--- src/rtl/sprite_layer_pkg.sv ---
// Shared types and constants for the sprite layer compositor.
package sprite_layer_pkg;

  localparam int DEF_NUM_LAYERS  = 4;
  localparam int DEF_PIXEL_W     = 5;
  localparam int DEF_TRANSPARENT = 0;

  typedef logic [DEF_PIXEL_W-1:0] pixel_t;

  // winLayer code reported when the background wins
  localparam logic [3:0] BG_LAYER = 4'hF;

  // True when two or more bits of an (up to 8-layer) opacity vector are set
  function automatic logic multi_hot(input logic [7:0] vec);
    return ((vec & (vec - 8'd1)) != 8'd0);
  endfunction

endpackage

--- src/rtl/layer_priority_encoder.sv ---
// Lowest-index-wins select over the layer opacity vector.
module layer_priority_encoder #(
  parameter int NUM_LAYERS = 4
) (
  input  logic [NUM_LAYERS-1:0] opacity,
  output logic [3:0]            win_idx,
  output logic                  found
);

  // Scan from the top so the lowest opaque index is the last one written
  always_comb begin
    win_idx = 4'd0;
    found   = 1'b0;
    for (int i = NUM_LAYERS - 1; i >= 0; i--) begin
      win_idx = opacity[i] ? 4'(i) : win_idx;
      found   = found | opacity[i];
    end
  end

endmodule

--- src/rtl/sprite_layer_compositor.sv ---
// Two-stage sprite layer compositor with optional per-frame overlap
// reporting (compiled in with the SPRITE_COLLISION_EN macro).
module sprite_layer_compositor
  import sprite_layer_pkg::*;
#(
  parameter int NUM_LAYERS  = DEF_NUM_LAYERS,
  parameter int PIXEL_W     = DEF_PIXEL_W,
  parameter int TRANSPARENT = DEF_TRANSPARENT
) (
  input  logic                          Clk,
  input  logic                          Reset_n,
  input  logic                          pixel_en,
  input  logic                          blank,
  input  logic                          VS,
  input  logic [PIXEL_W-1:0]            backgroundPixel,
  input  logic [NUM_LAYERS*PIXEL_W-1:0] layerPixel,
  input  logic [NUM_LAYERS-1:0]         layerOn,
  output logic [PIXEL_W-1:0]            pixelOut,
  output logic [3:0]                    winLayer,
  output logic [NUM_LAYERS-1:0]         collisionOut,
  output logic                          collisionValid
);

  localparam logic [PIXEL_W-1:0] TRANSP_PIX = PIXEL_W'(TRANSPARENT);

  logic [NUM_LAYERS-1:0]         opaque_s;
  logic [NUM_LAYERS-1:0]         opaque_r;
  logic [NUM_LAYERS*PIXEL_W-1:0] layer_pix_r;
  logic [PIXEL_W-1:0]            bg_r;
  logic                          blank_r;
  logic [3:0]                    win_idx_s;
  logic                          found_s;
  logic [PIXEL_W-1:0]            layer_sel_s;
  logic [PIXEL_W-1:0]            comp_pix_s;
  logic [3:0]                    comp_win_s;

  // A layer is opaque when it covers the pixel with a non see-through index
  always_comb begin
    opaque_s = '0;
    for (int i = 0; i < NUM_LAYERS; i++) begin
      opaque_s[i] = layerOn[i] && (layerPixel[i*PIXEL_W +: PIXEL_W] != TRANSP_PIX);
    end
  end

  // Stage 1: capture opacity, pixels, background and blank per pixel strobe
  always_ff @(posedge Clk or negedge Reset_n) begin
    if (!Reset_n) begin
      opaque_r    <= '0;
      layer_pix_r <= '0;
      bg_r        <= '0;
      blank_r     <= 1'b0;
    end else if (pixel_en) begin
      opaque_r    <= opaque_s;
      layer_pix_r <= layerPixel;
      bg_r        <= backgroundPixel;
      blank_r     <= blank;
    end
  end

  layer_priority_encoder #(
    .NUM_LAYERS (NUM_LAYERS)
  ) u_prio (
    .opacity (opaque_r),
    .win_idx (win_idx_s),
    .found   (found_s)
  );

  // Pick the winning layer's pixel with a one-hot AND-OR mux
  always_comb begin
    layer_sel_s = '0;
    for (int i = 0; i < NUM_LAYERS; i++) begin
      layer_sel_s = layer_sel_s |
                    ((win_idx_s == 4'(i)) ? layer_pix_r[i*PIXEL_W +: PIXEL_W] : '0);
    end
  end

  // Composite result: black during blanking, else winning layer or background
  always_comb begin
    comp_pix_s = '0;
    comp_win_s = BG_LAYER;
    if (!blank_r) begin
      comp_pix_s = '0;
      comp_win_s = BG_LAYER;
    end else if (found_s) begin
      comp_pix_s = layer_sel_s;
      comp_win_s = win_idx_s;
    end else begin
      comp_pix_s = bg_r;
      comp_win_s = BG_LAYER;
    end
  end

  // Stage 2: register composited outputs per pixel strobe
  always_ff @(posedge Clk or negedge Reset_n) begin
    if (!Reset_n) begin
      pixelOut <= '0;
      winLayer <= BG_LAYER;
    end else if (pixel_en) begin
      pixelOut <= comp_pix_s;
      winLayer <= comp_win_s;
    end
  end

`ifdef SPRITE_COLLISION_EN
  logic                  vs_r;
  logic                  frame_end_s;
  logic                  overlap_s;
  logic [NUM_LAYERS-1:0] acc_r;
  logic [NUM_LAYERS-1:0] acc_next_s;

  assign frame_end_s = vs_r & ~VS;

  // Accumulator update including an overlap seen on this very strobe
  always_comb begin
    overlap_s = pixel_en && blank_r && multi_hot(8'(opaque_r));
    if (overlap_s) begin
      acc_next_s = acc_r | opaque_r;
    end else begin
      acc_next_s = acc_r;
    end
  end

  // Registered VS copy for falling-edge (frame end) detection
  always_ff @(posedge Clk or negedge Reset_n) begin
    if (!Reset_n) begin
      vs_r <= 1'b1;
    end else begin
      vs_r <= VS;
    end
  end

  // Frame accumulator and end-of-frame report
  always_ff @(posedge Clk or negedge Reset_n) begin
    if (!Reset_n) begin
      acc_r          <= '0;
      collisionOut   <= '0;
      collisionValid <= 1'b0;
    end else if (frame_end_s) begin
      acc_r          <= '0;
      collisionOut   <= acc_next_s;
      collisionValid <= 1'b1;
    end else begin
      acc_r          <= acc_next_s;
      collisionValid <= 1'b0;
    end
  end
`else
  logic unused_vs;
  assign unused_vs      = VS;
  assign collisionOut   = '0;
  assign collisionValid = 1'b0;
`endif

endmodule

--- config.mk ---
export PLATFORM = sky130hd
export DESIGN_NAME = sprite_layer_compositor
export DESIGN_NICKNAME = d
export VERILOG_FILES = /design/src/rtl/sprite_layer_pkg.sv /design/src/rtl/layer_priority_encoder.sv /design/src/rtl/sprite_layer_compositor.sv
export SDC_FILE = /design/constraint.sdc
export NUM_CORES = 1
export LEC_CHECK = 0
export BUFFER_PORTS_ARGS = -buffer_cell sky130_fd_sc_hd__clkbuf_2
export CAP_MARGIN = 10
export CORE_MARGIN = 3
export CORE_UTILIZATION = 45
export CTS_BUF_LIST = sky130_fd_sc_hd__clkbuf_2 sky130_fd_sc_hd__clkbuf_4 sky130_fd_sc_hd__clkbuf_8
export CTS_CLUSTER_DIAMETER = 100
export DETAILED_ROUTE_END_ITERATION = 7
export MAX_ROUTING_LAYER = met4
export PLACE_DENSITY = 0.79
export SLEW_MARGIN = 20
export SYNTH_ARGS = -nofsm -noshare
export SYNTH_HDL_FRONTEND = slang
export SYNTH_SLANG_ARGS = --single-unit
--- constraint.sdc ---
create_clock -name Clk -period 1.5 [get_ports Clk]
set_clock_uncertainty 0.1 [all_clocks]
set_input_delay 0.15 -clock Clk [delete_from_list [all_inputs] [get_ports Clk]]
set_output_delay 0.15 -clock Clk [all_outputs]
set_load 0.02 [all_outputs]
==> results.yml, run 1 <==
route:
  routed_wl_mm: 3.33
  ant_nets: 0
  avgRoutedWirePerCell_microns: 13.5
  vias: 1246
  dr.pass1.iters: 4
  route.detailed.drc: 0
  drt_iter0_markers: 39
  vias_per_cell: 5.04
setup_path:
  r2r-end: "pixelOut[4]$_DFFE_PN0P_"
  rrSetupSlack_ps: 120
  criticalPathCategory: "input port to flop"
  ff2ff_path_depth: 3
  worstPathArrival_ps: 1500
  end_kind: "flop"
  cp_max_fo: 2
  crit_slowest_cell: "dlygate4sd3_1"
  start_kind: "input port"
  path_cells: "dlygate4sd3_1, clkbuf_2, or4_1, o211ai_1, o21ai_1"
  timing.rr.start: "opaque_r[2]$_DFFE_PN0P_"
  worst_ep_required_time_ps: 1570
  cpPeakStageDelay_ps: 530
yosys:
  synth_cells: 147
  syn_area_sq_um: 1730
  synth_cell_type_count: 24
  synth_seq_cells: 38
  syn_area_per_cell_sq_um: 11.8
  yosysWarnings: 0
  ys_seq_area_share_pct: 55.1
final_layout:
  fillers: 305
  final_common_cell: "clkbuf_2"
  drive_gt1_share_pct: 45.8
  area_delta_synth_final_pct: 25.3
  final_cell_mix: "clkbuf_2, dfrtp_1, mux2_2"
  n_antenna_cell: 0
  fin_nets: 234
  register_area_sq_um: 957
  fin_util_pct: 61.7
  multiInputGateArea_sq_um: 684
floorplanning:
  start_util_pct: 49.3
  die_area_sq_um: 4630
  coreArea_sq_um: 3520
  rows: 21
  io_pins: 48
  die_y_microns: 68.1
  fp.dieW_microns: 68.1
power_and_ir_drop:
  netSwitchingFraction_pct: 25.7
  power_density_nw_per_um2: 1090
  p_clk_share_pct: 30.7
  internal_power_mw: 1.76
  power_frac_comb_pct: 17.9
  leakage_nw: 0.985
  seq_power_share_pct: 51.4
  ir_worst_vdd_mv: 0.674
  p_switching_mw: 0.612
placement:
  gp_congestion: 0.779
  port_buffers: 41
  dp_hpwl_mm: 2.54
timing:
  setup_viol: 0
  fmax_ghz: 0.698
  final.period_utilization_pct: 95.5
  hold_viol: 0
  tns_ps: 0
  rsz0062_at_grt: "no"
  post-route-min-period_ps: 1430
  slew_viol_final: 0
  hold_slack_ps: 8.88
grt:
  antenna_found_initial: 0
  overflow: 0
  grt_pass1_wl_mm: 5.35
  grt_max_degree: 21
  track_usage_pct: 16.3
  grt_pass1_vias: 1165
clocking:
  cts.clk_slew.worst_paths_ps: 70
  clockBufferDepth: 2
  h-tree-depth: 2
  clock_sinks: 38
  cts_root_buf: "clkbuf_8"
  clk_latency_ps: 280
  numCtsBuffers: 5
  cts_tree: "built"
run_status:
  run_status: "finished clean"
run:
  drv_cap: 0
worst_hold_path:
  holdPathStages: 2
  hp-class: "input port to flop"
  hold_end: "bg_r[4]$_DFFE_PN0P_"
  hold_start: "backgroundPixel[4]"
-- state kept, by name, indices dropped and copies added (netlist names) --
name	flops
bg_r	5
blank_r	1
layer_pix_r	20
opaque_r	4
pixelOut	5
winLayer	3
-- area by class of cell --
type | count | area share, %
inverters | 9 | 1.55
repair buffers | 55 | 15.8
flip-flops and latches | 38 | 44.0
well taps | 46 | 2.65
multi-input cells | 91 | 31.5
clock buffers | 8 | 4.49
-- cells by family (layout without fill, tap and decap cells) --
group	after synthesis	after routing	synth area share [%]
other cells	1	5	0.216
compound gates	27	27	10.3
mux	26	26	16.9
buf+inv	22	72	7.00
simple gates	33	33	10.5
flops	38	38	55.1
-- critical path: cells and delay by family --
| family | cells | cell delay [ps] |
|---|---|---|
| buffers and inverters | 2 | 640 |
| and+or+nand+nor | 1 | 460 |
| AOI/OAI and AO/OA | 2 | 260 |
-- power by group through the flow --
stage                     logic [mW]  clock network [mW]  registers [mW]
after floorplan                0.249                   0            1.25
after global placement         0.400                   0            1.24
after detailed placement       0.408                   0            1.24
after CTS                      0.423               0.751            1.22
after global routing           0.471               0.795            1.24
final                          0.425               0.729            1.22
-- repair_timing --
item,in CTS,in global routing
endpoints found under the hold margin,19,2
hold buffers,6,2
gates resized for setup,0,4
buffers inserted,0,0
setup endpoints to repair,0,2
-- how the worst max path moves through the flow --
stage	start	to	slack (ps)	cells after the start
after floorplan	opaque_r[2]$_DFFE_PN0P_	pixelOut[2]$_DFFE_PN0P_	170	4
after global placement	opaque_r[2]$_DFFE_PN0P_	pixelOut[0]$_DFFE_PN0P_	130	3
after detailed placement	opaque_r[2]$_DFFE_PN0P_	pixelOut[4]$_DFFE_PN0P_	100	3
after CTS	layerPixel[17]	opaque_r[3]$_DFFE_PN0P_	60	5
after global routing	opaque_r[1]$_DFFE_PN0P_	pixelOut[0]$_DFFE_PN0P_	10	4
final	layerPixel[17]	opaque_r[3]$_DFFE_PN0P_	70	5
-- metal layers --
metal | share of wire (%) | up-vias | wire (microns) | global-route usage, %
li1 | - | 616 | - | -
met4 | 1.4 | 0 | 45 | 5.96
met1 | 45 | 586 | 1500 | 21.5
met3 | 6.1 | 7 | 204 | 4.93
met2 | 47 | 37 | 1570 | 23.6
met5 | 0 | - | 0 | -
-- synth_stat cells (all sizes together) --
cell / number / share of area [%]
nand3: 1 / 0.58
dfstp: 3 / 4.5
or4: 4 / 1.7
a21oi: 1 / 0.29
o211ai: 4 / 1.7
buf: 12 / 4.8
nor2: 7 / 1.7
mux2: 26 / 17
nand2: 11 / 2.4
a31oi: 6 / 2.2
dfrtp: 35 / 51
inv: 9 / 1.9
o21ai: 9 / 2.6
conb: 1 / 0.22
o32ai: 5 / 2.5
o22a: 2 / 1.0
or3: 5 / 1.8
clkbuf: 1 / 0.22
or2b: 5 / 2.4
-- metrics by stage --
stage / worst slack [ps] / std cells / instance area (sq um) / power (mW)
after global placement: 130 / 231 / 1980 / 1.64
after global routing: 13.8 / 247 / 2170 / 2.50
final: 66.9 / 247 / 2170 / 2.38
after CTS: 64.1 / 245 / 2140 / 2.39
after floorplan: 166 / 151 / 1750 / 1.50
after detailed placement: 95.4 / 231 / 1980 / 1.65
Power figures use the tool's default switching activity.
==> run 2, diff against run 1 <==
--- a/config.mk
+++ b/config.mk
@@ -17,4 +17,5 @@
 export SLEW_MARGIN = 20
 export SYNTH_ARGS = -nofsm -noshare
 export SYNTH_HDL_FRONTEND = slang
+export SYNTH_HIERARCHICAL = 1
 export SYNTH_SLANG_ARGS = --single-unit
==> run 2 against run 1 <==
Net effect:
- the run now ends with negative setup slack left
- largest power group unchanged
- power up 0.68%
- critical path type is now flop to flop
- count of clock-buffer cells in the layout shrank 1
- core utilization down 0.31 points
- critical path depth is the same
- highest routed layer unchanged
- fmax shrank 22%
- combinational power increased by 7.3%
- sequential power barely moved
==> results.yml, run 2 <==
grt:
  antenna_found_initial: 0
  track_usage_pct: 18.3
  grt_pass1_vias: 1259
  grt_max_degree: 22
  grt_pass1_wl_mm: 5.97
  overflow: 0
yosys:
  synth_area_leaders: "dfrtp_1, mux2_2, mux4_2, dfstp_2, buf_4"
  synth_seq_cells: 39
  synth_most_common_cell: "dfrtp_1"
  yosysWarnings: 6
  synth_cell_type_count: 23
  synth_enable_flop_cells: 0
  syn_area_sq_um: 1760
  synthFlopType: "dfrtp_1"
  ys_seq_area_share_pct: 55.7
  syn_area_per_cell_sq_um: 13.2
  ys_async_sr_fraction_pct: 100
  synth_common_cells: "dfrtp_1, mux2_2, nor2_1"
  synth_top_cell_area_share_pct: 49.7
  yosysTopAreaCell: "dfrtp_1"
  synth_cells: 133
clocking:
  h-tree-depth: 2
  cts_root_buf: "clkbuf_8"
  cts.clk_slew.worst_paths_ps: 70
  cts_setup_buffers: 0
  cts_tree: "built"
  clockBufferDepth: 2
  clk_latency_ps: 290
  numCtsBuffers: 5
  clock_sinks: 39
setup_path:
  cp_max_fo: 6
  end_kind: "flop"
  criticalPathCategory: "flop to flop"
  start_kind: "flop"
  ff2ff_path_depth: 5
  worstPathArrival_ps: 1900
  worst_ep_required_time_ps: 1570
floorplanning:
  coreArea_sq_um: 3720
  fp.dieW_microns: 68.6
  die_y_microns: 68.6
  rows: 22
  die_area_sq_um: 4700
  io_pins: 48
  start_util_pct: 47.4
timing:
  post-route-min-period_ps: 1830
  hold_viol: 0
  fmax_ghz: 0.548
  setup_viol: 5
  rsz0062_at_grt: "yes"
  slew_viol_final: 0
  timing.final.ws_setup_ps: -326
  final.period_utilization_pct: 122
power_and_ir_drop:
  p_switching_mw: 0.613
  power_frac_comb_pct: 19.1
  power_density_nw_per_um2: 1050
  p_clk_share_pct: 29.3
  internal_power_mw: 1.78
  leakage_nw: 1.05
  netSwitchingFraction_pct: 25.6
  seq_power_share_pct: 51.7
  ir_worst_vdd_mv: 0.723
route:
  avgRoutedWirePerCell_microns: 14.8
  vias_per_cell: 5.07
  routed_wl_mm: 3.61
  ant_nets: 0
  dr.pass1.iters: 4
  route.detailed.drc: 0
  vias: 1237
  drt_iter0_markers: 82
final_layout:
  fin_nets: 229
  n_antenna_cell: 0
  area_delta_synth_final_pct: 29.5
  final_cell_mix: "clkbuf_2, dfrtp_1, mux2_2"
  top_register: "layer_pix_r"
  fin_util_pct: 61.4
  reg_top3: "layer_pix_r: 20 flops, bg_r: 5 flops, pixelOut: 5 flops"
  drive_gt1_share_pct: 50.5
  largest_reg_flops: 20
  final_common_cell: "clkbuf_2"
worst_hold_path:
  holdPathStages: 2
  hp-class: "input port to flop"
placement:
  dp_hpwl_mm: 2.73
  dpl_worst_slack_ps: -330
  port_buffers: 41
  gp_congestion: 0.870
run_status:
  violations: "negative setup slack"
  run_status: "complete, but fails checks"
run:
  drv_cap: 0
run 2: power groups by stage:
| stage | logic, mW | clock network (mW) | registers [mW] |
|---|---|---|---|
| after floorplan | 0.253 | 0 | 1.27 |
| after global placement | 0.410 | 0 | 1.25 |
| after detailed placement | 0.425 | 0 | 1.25 |
| after CTS | 0.451 | 0.722 | 1.24 |
| after global routing | 0.503 | 0.779 | 1.25 |
| final | 0.456 | 0.700 | 1.24 |
run 2: logic make-up after synthesis:
kind of cell / share of synthesized area, %
multiplexers: 23.0
AO/OA/AOI/OAI: 7.46
buffers and inverters: 6.04
other: 0.426
AND/OR/NAND/NOR: 7.39
flip-flops: 55.7
run 2: layer usage:
layer	vias up	share of wire, %	track usage [%]
met3	4	7.1	6.16
met2	47	46	26.6
li1	588	-	-
met5	-	0	-
met4	0	1.2	6.70
met1	598	46	23.7
run 2: path summary, 6_finish.rpt:
kind                                         startpoint                           to  slack, ps
worst max register to register  opaque_r[2]$_DFFE_PN0P_      pixelOut[3]$_DFFE_PN0P_       -330
worst min register to register  winLayer[1]$_DFFE_PN1P_      winLayer[1]$_DFFE_PN1P_        400
worst min-delay path                     layerPixel[10]  layer_pix_r[10]$_DFFE_PN0P_          8
worst max-delay path            opaque_r[2]$_DFFE_PN0P_      pixelOut[3]$_DFFE_PN0P_       -330
max in group asynchronous                       Reset_n      winLayer[0]$_DFFE_PN1P_        500
min in group asynchronous                       Reset_n          bg_r[2]$_DFFE_PN0P_        240
run 2: stage by stage:
step	setup TNS [ps]	cells	hold WS (ps)	instance area [sq um]	total power [mW]
floorplan	-1290	138	-246	1790	1.52
CTS	-1560	242	1.09	2250	2.41
detailed placement	-1550	225	31.6	2070	1.68
global placement	-1380	225	23.1	2070	1.66
finish	-1520	244	8.24	2280	2.39
global route	-1940	244	4.08	2280	2.53
run 2: final cells by class:
cell class | instances | area [sq um]
clock inverters | 1 | 5.00
clock buffers | 7 | 83.8
repair buffers | 63 | 414
fillers | 295 | 1430
flip-flops and latches | 39 | 981
multi-input cells | 81 | 719
inverters | 5 | 18.8
well taps | 48 | 60.1
run 2: worst max-delay path, stage by stage (launching register included):
cell and delay [ps]:
dfrtp_1 380, nand2b_4 140, a21oi_2 120, buf_6 150, mux4_2 500, a221o_1 330
run 2: what timing repair did:
| item | 4_1_cts | 5_1_grt |
|---|---|---|
| resized for setup | 2 | 3 |
| setup endpoints to repair | 5 | 10 |
| hold endpoints to repair | 26 | 2 |
| cloned | 0 | 0 |
| pin swaps | 0 | 0 |
| hold buffers | 9 | 2 |
